## src/rtl/cla_add_sched.sv

```systemverilog
// Two-requester scheduler sharing one W-bit carry-lookahead adder for multi-word add/subtract.
// Optional macro CLA_SCHED_OVF_EN enables the signed-overflow flag on rsp_ovf.
module cla_add_sched #(
  parameter int W = 16
) (
  input  logic           clk,
  input  logic           rst,
  input  logic [1:0]     req_valid,
  output logic [1:0]     req_ready,
  input  logic [2*W-1:0] req_a,
  input  logic [2*W-1:0] req_b,
  input  logic [1:0]     req_sub,
  input  logic [1:0]     req_last,
  output logic           rsp_valid,
  input  logic           rsp_ready,
  output logic [W-1:0]   rsp_sum,
  output logic           rsp_cout,
  output logic           rsp_id,
  output logic           rsp_last,
  output logic           rsp_ovf
);

  // state | meaning
  // IDLE  | no grant; arbitrate between requesters using rr
  // BUSY  | requester gnt owns the adder until its last word is accepted

  localparam int NG = W / 4;

  // Flattened lookahead carry into position n of a 4-wide generate/propagate slice.
  function automatic logic la_carry(input logic [3:0] g, input logic [3:0] p,
                                    input logic c0, input int n);
    logic c;
    logic t;
    c = c0;
    for (int k = 0; k < 4; k++) if (k < n) c = c & p[k];
    for (int j = 0; j < 4; j++) begin
      if (j < n) begin
        t = g[j];
        for (int k = 0; k < 4; k++) if (k > j && k < n) t = t & p[k];
        c = c | t;
      end
    end
    return c;
  endfunction

  typedef enum logic {IDLE, BUSY} state_t;

  state_t       state;
  logic         gnt, rr, carry, sub_q, first;
  logic [W-1:0] op_a, b_sel, op_b, bg, bp, bc, sum;
  logic [3:0]   gg, gp;
  logic [4:0]   gc;
  logic         sub_eff, cin, cout, can_take, accept;

  always_comb begin
    op_a    = gnt ? req_a[2*W-1:W] : req_a[W-1:0];
    b_sel   = gnt ? req_b[2*W-1:W] : req_b[W-1:0];
    sub_eff = first ? req_sub[gnt] : sub_q;
    cin     = first ? req_sub[gnt] : carry;
    op_b    = sub_eff ? ~b_sel : b_sel;
    bg      = op_a & op_b;
    bp      = op_a ^ op_b;
    gg      = '0;
    gp      = '0;
    for (int k = 0; k < NG; k++) begin
      gg[k] = la_carry(bg[4*k +: 4], bp[4*k +: 4], 1'b0, 4);
      gp[k] = &bp[4*k +: 4];
    end
    // second-level unit: carries into each group from group generate/propagate
    for (int k = 0; k <= 4; k++) gc[k] = la_carry(gg, gp, cin, k);
    bc = '0;
    for (int k = 0; k < NG; k++)
      for (int i = 0; i < 4; i++)
        bc[4*k+i] = la_carry(bg[4*k +: 4], bp[4*k +: 4], gc[k], i);
    sum  = bp ^ bc;
    cout = gc[NG];
  end

  assign can_take  = (state == BUSY) && (!rsp_valid || rsp_ready);
  assign req_ready = can_take ? (gnt ? 2'b10 : 2'b01) : 2'b00;
  assign accept    = can_take && req_valid[gnt];

`ifdef CLA_SCHED_OVF_EN
  logic ovf_d;
  assign ovf_d = req_last[gnt] & (bc[W-1] ^ cout);
`else
  assign rsp_ovf = 1'b0;
`endif

  always_ff @(posedge clk) begin
    if (rst) begin
      state     <= IDLE;
      gnt       <= 1'b0;
      rr        <= 1'b0;
      carry     <= 1'b0;
      sub_q     <= 1'b0;
      first     <= 1'b0;
      rsp_valid <= 1'b0;
      rsp_sum   <= '0;
      rsp_cout  <= 1'b0;
      rsp_id    <= 1'b0;
      rsp_last  <= 1'b0;
`ifdef CLA_SCHED_OVF_EN
      rsp_ovf   <= 1'b0;
`endif
    end else begin
      if (rsp_valid && rsp_ready) rsp_valid <= 1'b0;
      case (state)
        IDLE: begin
          if (|req_valid) begin
            gnt   <= (&req_valid) ? rr : req_valid[1];
            first <= 1'b1;
            state <= BUSY;
          end
        end
        BUSY: begin
          if (accept) begin
            rsp_valid <= 1'b1;
            rsp_sum   <= sum;
            rsp_cout  <= cout;
            rsp_id    <= gnt;
            rsp_last  <= req_last[gnt];
`ifdef CLA_SCHED_OVF_EN
            rsp_ovf   <= ovf_d;
`endif
            carry     <= cout;
            sub_q     <= sub_eff;
            first     <= 1'b0;
            if (req_last[gnt]) begin
              state <= IDLE;
              rr    <= ~gnt;
              carry <= 1'b0;
            end
          end
        end
        default: state <= IDLE;
      endcase
    end
  end

endmodule
```

## config.mk

```make
export PLATFORM = sky130hd
export DESIGN_NAME = cla_add_sched
export DESIGN_NICKNAME = d
export VERILOG_FILES = /design/src/rtl/cla_add_sched.sv
export SDC_FILE = /design/constraint.sdc
export NUM_CORES = 1
export LEC_CHECK = 0
export BUFFER_PORTS_ARGS = -buffer_cell sky130_fd_sc_hd__buf_2
export CAP_MARGIN = 20
export CORE_MARGIN = 10
export CORE_UTILIZATION = 52
export CTS_CLUSTER_DIAMETER = 30
export DETAILED_ROUTE_END_ITERATION = 8
export PLACE_DENSITY_LB_ADDON = 0.05
export RECOVER_POWER = 100
export SYNTH_ARGS = -nofsm -noshare
export SYNTH_HDL_FRONTEND = slang
export SYNTH_SLANG_ARGS = --single-unit
```

## constraint.sdc

```tcl
create_clock -name clk -period 9.5 [get_ports clk]
set_input_delay 1.9 -clock clk [delete_from_list [all_inputs] [get_ports clk]]
set_output_delay 1.9 -clock clk [all_outputs]
set_load 0.02 [all_outputs]
```

==> metrics.md <==
| Metric | Value |
|---|---|
| Critical path data required time | `around 9700 ps` |
| Vias per Instance | `between 5 and 6` |
| Post-synth EDFFs | `0` |
| CP Capture Type | `flip-flop` |
| WP buf/inv | `1` |
| Worst IR Drop VDD | `0.0000733 V` |
| Synthesized cell area | `2180 um2` |
| Fin Hold WS | `459 ps` |
| CP Cell Sequence | `buf_2 > mux2i_1 > a21o_1 > xor2_1 > ha_1 > a21oi_1 > o21ai_0 > a21o_1 > a221o_1 > a21o_1 > ha_1 > o21a_1 > o21a_1 > or3_1 > a21oi_1` |
| GRT overflow | `0` |
| Top-level port count | `96` |
| Ys async rst share | `0` |
| Pwr dens | `157 nW/um2` |
| H-tree Lvls | `1` |
| Largest net degree at the start of global routing | `40` |
| Fillers | `376` |
| DRT iter0 DRCs | `59` |
| Layout area overhead | `23.5%` |
| Fin Setup TNS | `0 ps` |
| Area contributors post-synth | `dfxtp_1 (24%), ha_1 (11%), mux2i_1 (8.7%)` |
| Site row count | `23` |
| Top post-synthesis cells by count | `dfxtp_1 (26), nand2_1 (26), nor2_1 (22)` |
| Most used cell, CP | `a21o_1` |
| Setup-failing EPs final | `0` |
| Setup bufs post-CTS | `0` |
| Switching Power | `0.000158 W` |
| Nets | `439` |
| Status | `finished, final reports clean` |
| Largest Register | `rsp_sum` |
| IO Port Bufs | `94` |
| GPL Wtd Cong | `0.826` |
| Syn_area_per_cell | `approximately 8.4 um2` |
| Type of the worst setup path | `in2reg` |
| Syn nets | `about 360` |
| DP HPWL | `roughly 4.5 mm` |
| Vias in the first global route | `between 2k and 2.5k` |
| Antenna diodes | `0` |
| Critical Path Slowest Stage Cell | `a21o_1` |
| Combinational power share | `0.469` |
| Max FFs per register | `16` |
| Clk slew on worst S/H paths | `100 ps` |
| Die Y | `around 85 um` |
| Die Footprint | `7180 um2` |
| RSZ-0062 raised after global routing | `no` |
| Starting density of the core | `0.541` |
| Fmax | `190 MHz` |
| Area fraction of the dominant cell type after synthesis | `0.239` |
| Final Max Tran Viols | `0` |
| Worst-Skew Late Latency | `280 ps` |
| Worst-Margin Slew | `1220 ps` |
| Sequential area share after synthesis | `0.239` |
| Synth Register Bits | `26` |
| Internal | `0.000265 W` |
| Cell leakage power | `1.17 nW` |
| Crit Path Max Fanout | `17` |
| Layout cells sized above 1 | `0.270` |
| Synth Instances | `258` |
| Syn. warnings | `0` |
| Slew headroom | `0.186` |
| Worst min-delay path class | `reg2reg` |
| DRC viols | `0` |
| Post-cts resize count | `0` |
| Gr usage total | `0.149` |
| CP peak stage delay | `a little over 700 ps` |
| Top_reg_cell synth | `dfxtp_1` |
| Clock sinks | `26` |
| Clock root buffer | `clkbuf_8` |
| Initial antenna violation count | `0` |
| TritonCTS buffer count | `3` |
| TritonCTS clock tree | `done` |
| Final hold violation count | `0` |
| MaxCap Viol Count | `0` |
| Period minus WS final | `about 5300 ps` |
| Hold Buf Count CTS | `0` |
| Seq pwr share | `0.307` |
| Net Sw Frac | `0.373` |
| Clock power share | `0.224` |
| Clock skew | `5.61 ps` |
| Die X | `about 85 um` |
| WL final | `5.66 mm` |
| Startpoint types | `primary input` |
| Core area | `4030 um2` |
| Placed instance count | `between 300 and 400` |
| CTS max path bufs | `2` |
| Distinct cells, synth | `35` |
| First-pass GRT wire length | `9.34 mm` |
| Post-synth top area cell | `dfxtp_1` |
| Period utilisation layout | `0.553` |
| Average wire per standard cell | `14.5 um` |
| Family with the most delay on the worst path | `compound AO/OA/AOI/OAI gates` |
| Crit path arrival time | `5450 ps` |
| Fin cells | `391` |
| First drt pass iteration count | `4` |
| Post-route ant nets | `0` |
| Via count | `2070` |
[cell families (layout without fill, tap and decap cells)]
family	after synthesis	in the layout	share of synthesized area
XOR/XNOR	20	20	0.0804
flip-flops	26	26	0.239
adder cells (fa/ha/maj)	24	24	0.152
AND/OR/NAND/NOR	73	73	0.149
AO/OA/AOI/OAI	56	56	0.165
buffers and inverters	23	106	0.0431
multiplexers	35	35	0.170
other	1	1	0.00172
[cells in the final DEF, fill, tap and decap left out, types with 2 or more instances in the layout]
cell type | netlist | routed
dfxtp_1 | 26 | 25
fa_1 | 4 | 4
a21o_1 | 5 | 5
nor2_1 | 22 | 22
inv_1 | 8 | 8
o21a_1 | 10 | 10
nor3_1 | 7 | 7
or3_1 | 8 | 8
o21ai_0 | 5 | 5
mux2_2 | 16 | 16
ha_1 | 20 | 20
clkbuf_8 | 0 | 3
mux2i_1 | 19 | 19
xor2_1 | 16 | 16
nand3_1 | 5 | 5
xnor2_1 | 4 | 4
and3_1 | 2 | 2
a31oi_1 | 4 | 4
a21oi_1 | 21 | 21
nand2_1 | 26 | 26
a211oi_1 | 4 | 4
buf_2 | 3 | 71
clkbuf_1 | 9 | 23
[worst reg2reg max path, delay by kind of cell, from the launching register on]
family	cells	cell delay (ps)
AOI/OAI and AO/OA	9	2250
DFF	1	960
adders and majority gates	2	560
muxes	1	340
and+or+nand+nor	1	300
xor gates and xnor gates	1	150
[cell type report]
cell class                 instances  area, um2  area share
multi-input combinational        209       1570       0.581
sequential                        26        522       0.194
tap                               50       62.6      0.0232
clock inverter                     1       30.0      0.0112
timing repair buffer              94        442       0.164
clock buffer                       3       41.3      0.0153
inverter                           8       30.0      0.0112
[stage by stage]
stage | area, um2 | utilization | power (W) | setup WS, ps
after detailed placement | 2650 | 0.658 | 0.000333 | 3920
after global routing | 2690 | 0.668 | 0.000457 | 3940
after global placement | 2650 | 0.658 | 0.000330 | 4030
final | 2690 | 0.668 | 0.000424 | 4250
after CTS | 2720 | 0.675 | 0.000429 | 4220
after floorplan | 2180 | - | 0.000283 | 4280
[power by group through the flow]
stage	clock, W	combinational, W	sequential [W]
after CTS	0.0000962	0.000203	0.000130
final	0.0000950	0.000199	0.000130
after floorplan	0	0.000143	0.000140
after detailed placement	0	0.000201	0.000132
after global placement	0	0.000198	0.000132
after global routing	0.0000985	0.000227	0.000132
[routing by layer]
layer / track usage / up-vias / share of wire
met5: 0 / - / 0
met4: 0.0359 / 0 / 0.0094
met3: 0.0377 / 4 / 0.062
met2: 0.268 / 63 / 0.48
met1: 0.171 / 925 / 0.44
li1: - / 1078 / -
[final timing paths]
path / start / endpoint / slack (ps) / cells past startpoint
setup / recovery: req_sub[1] / rsp_sum[14] / 4250 / 15
hold / removal: rsp_sum[2] / rsp_sum[2] / 460 / 2
setup reg to reg: gnt / rsp_sum[14] / 4860 / 14
hold reg to reg: rsp_sum[2] / rsp_sum[2] / 460 / 2
Note: power is estimated with default switching activity, not from simulation.
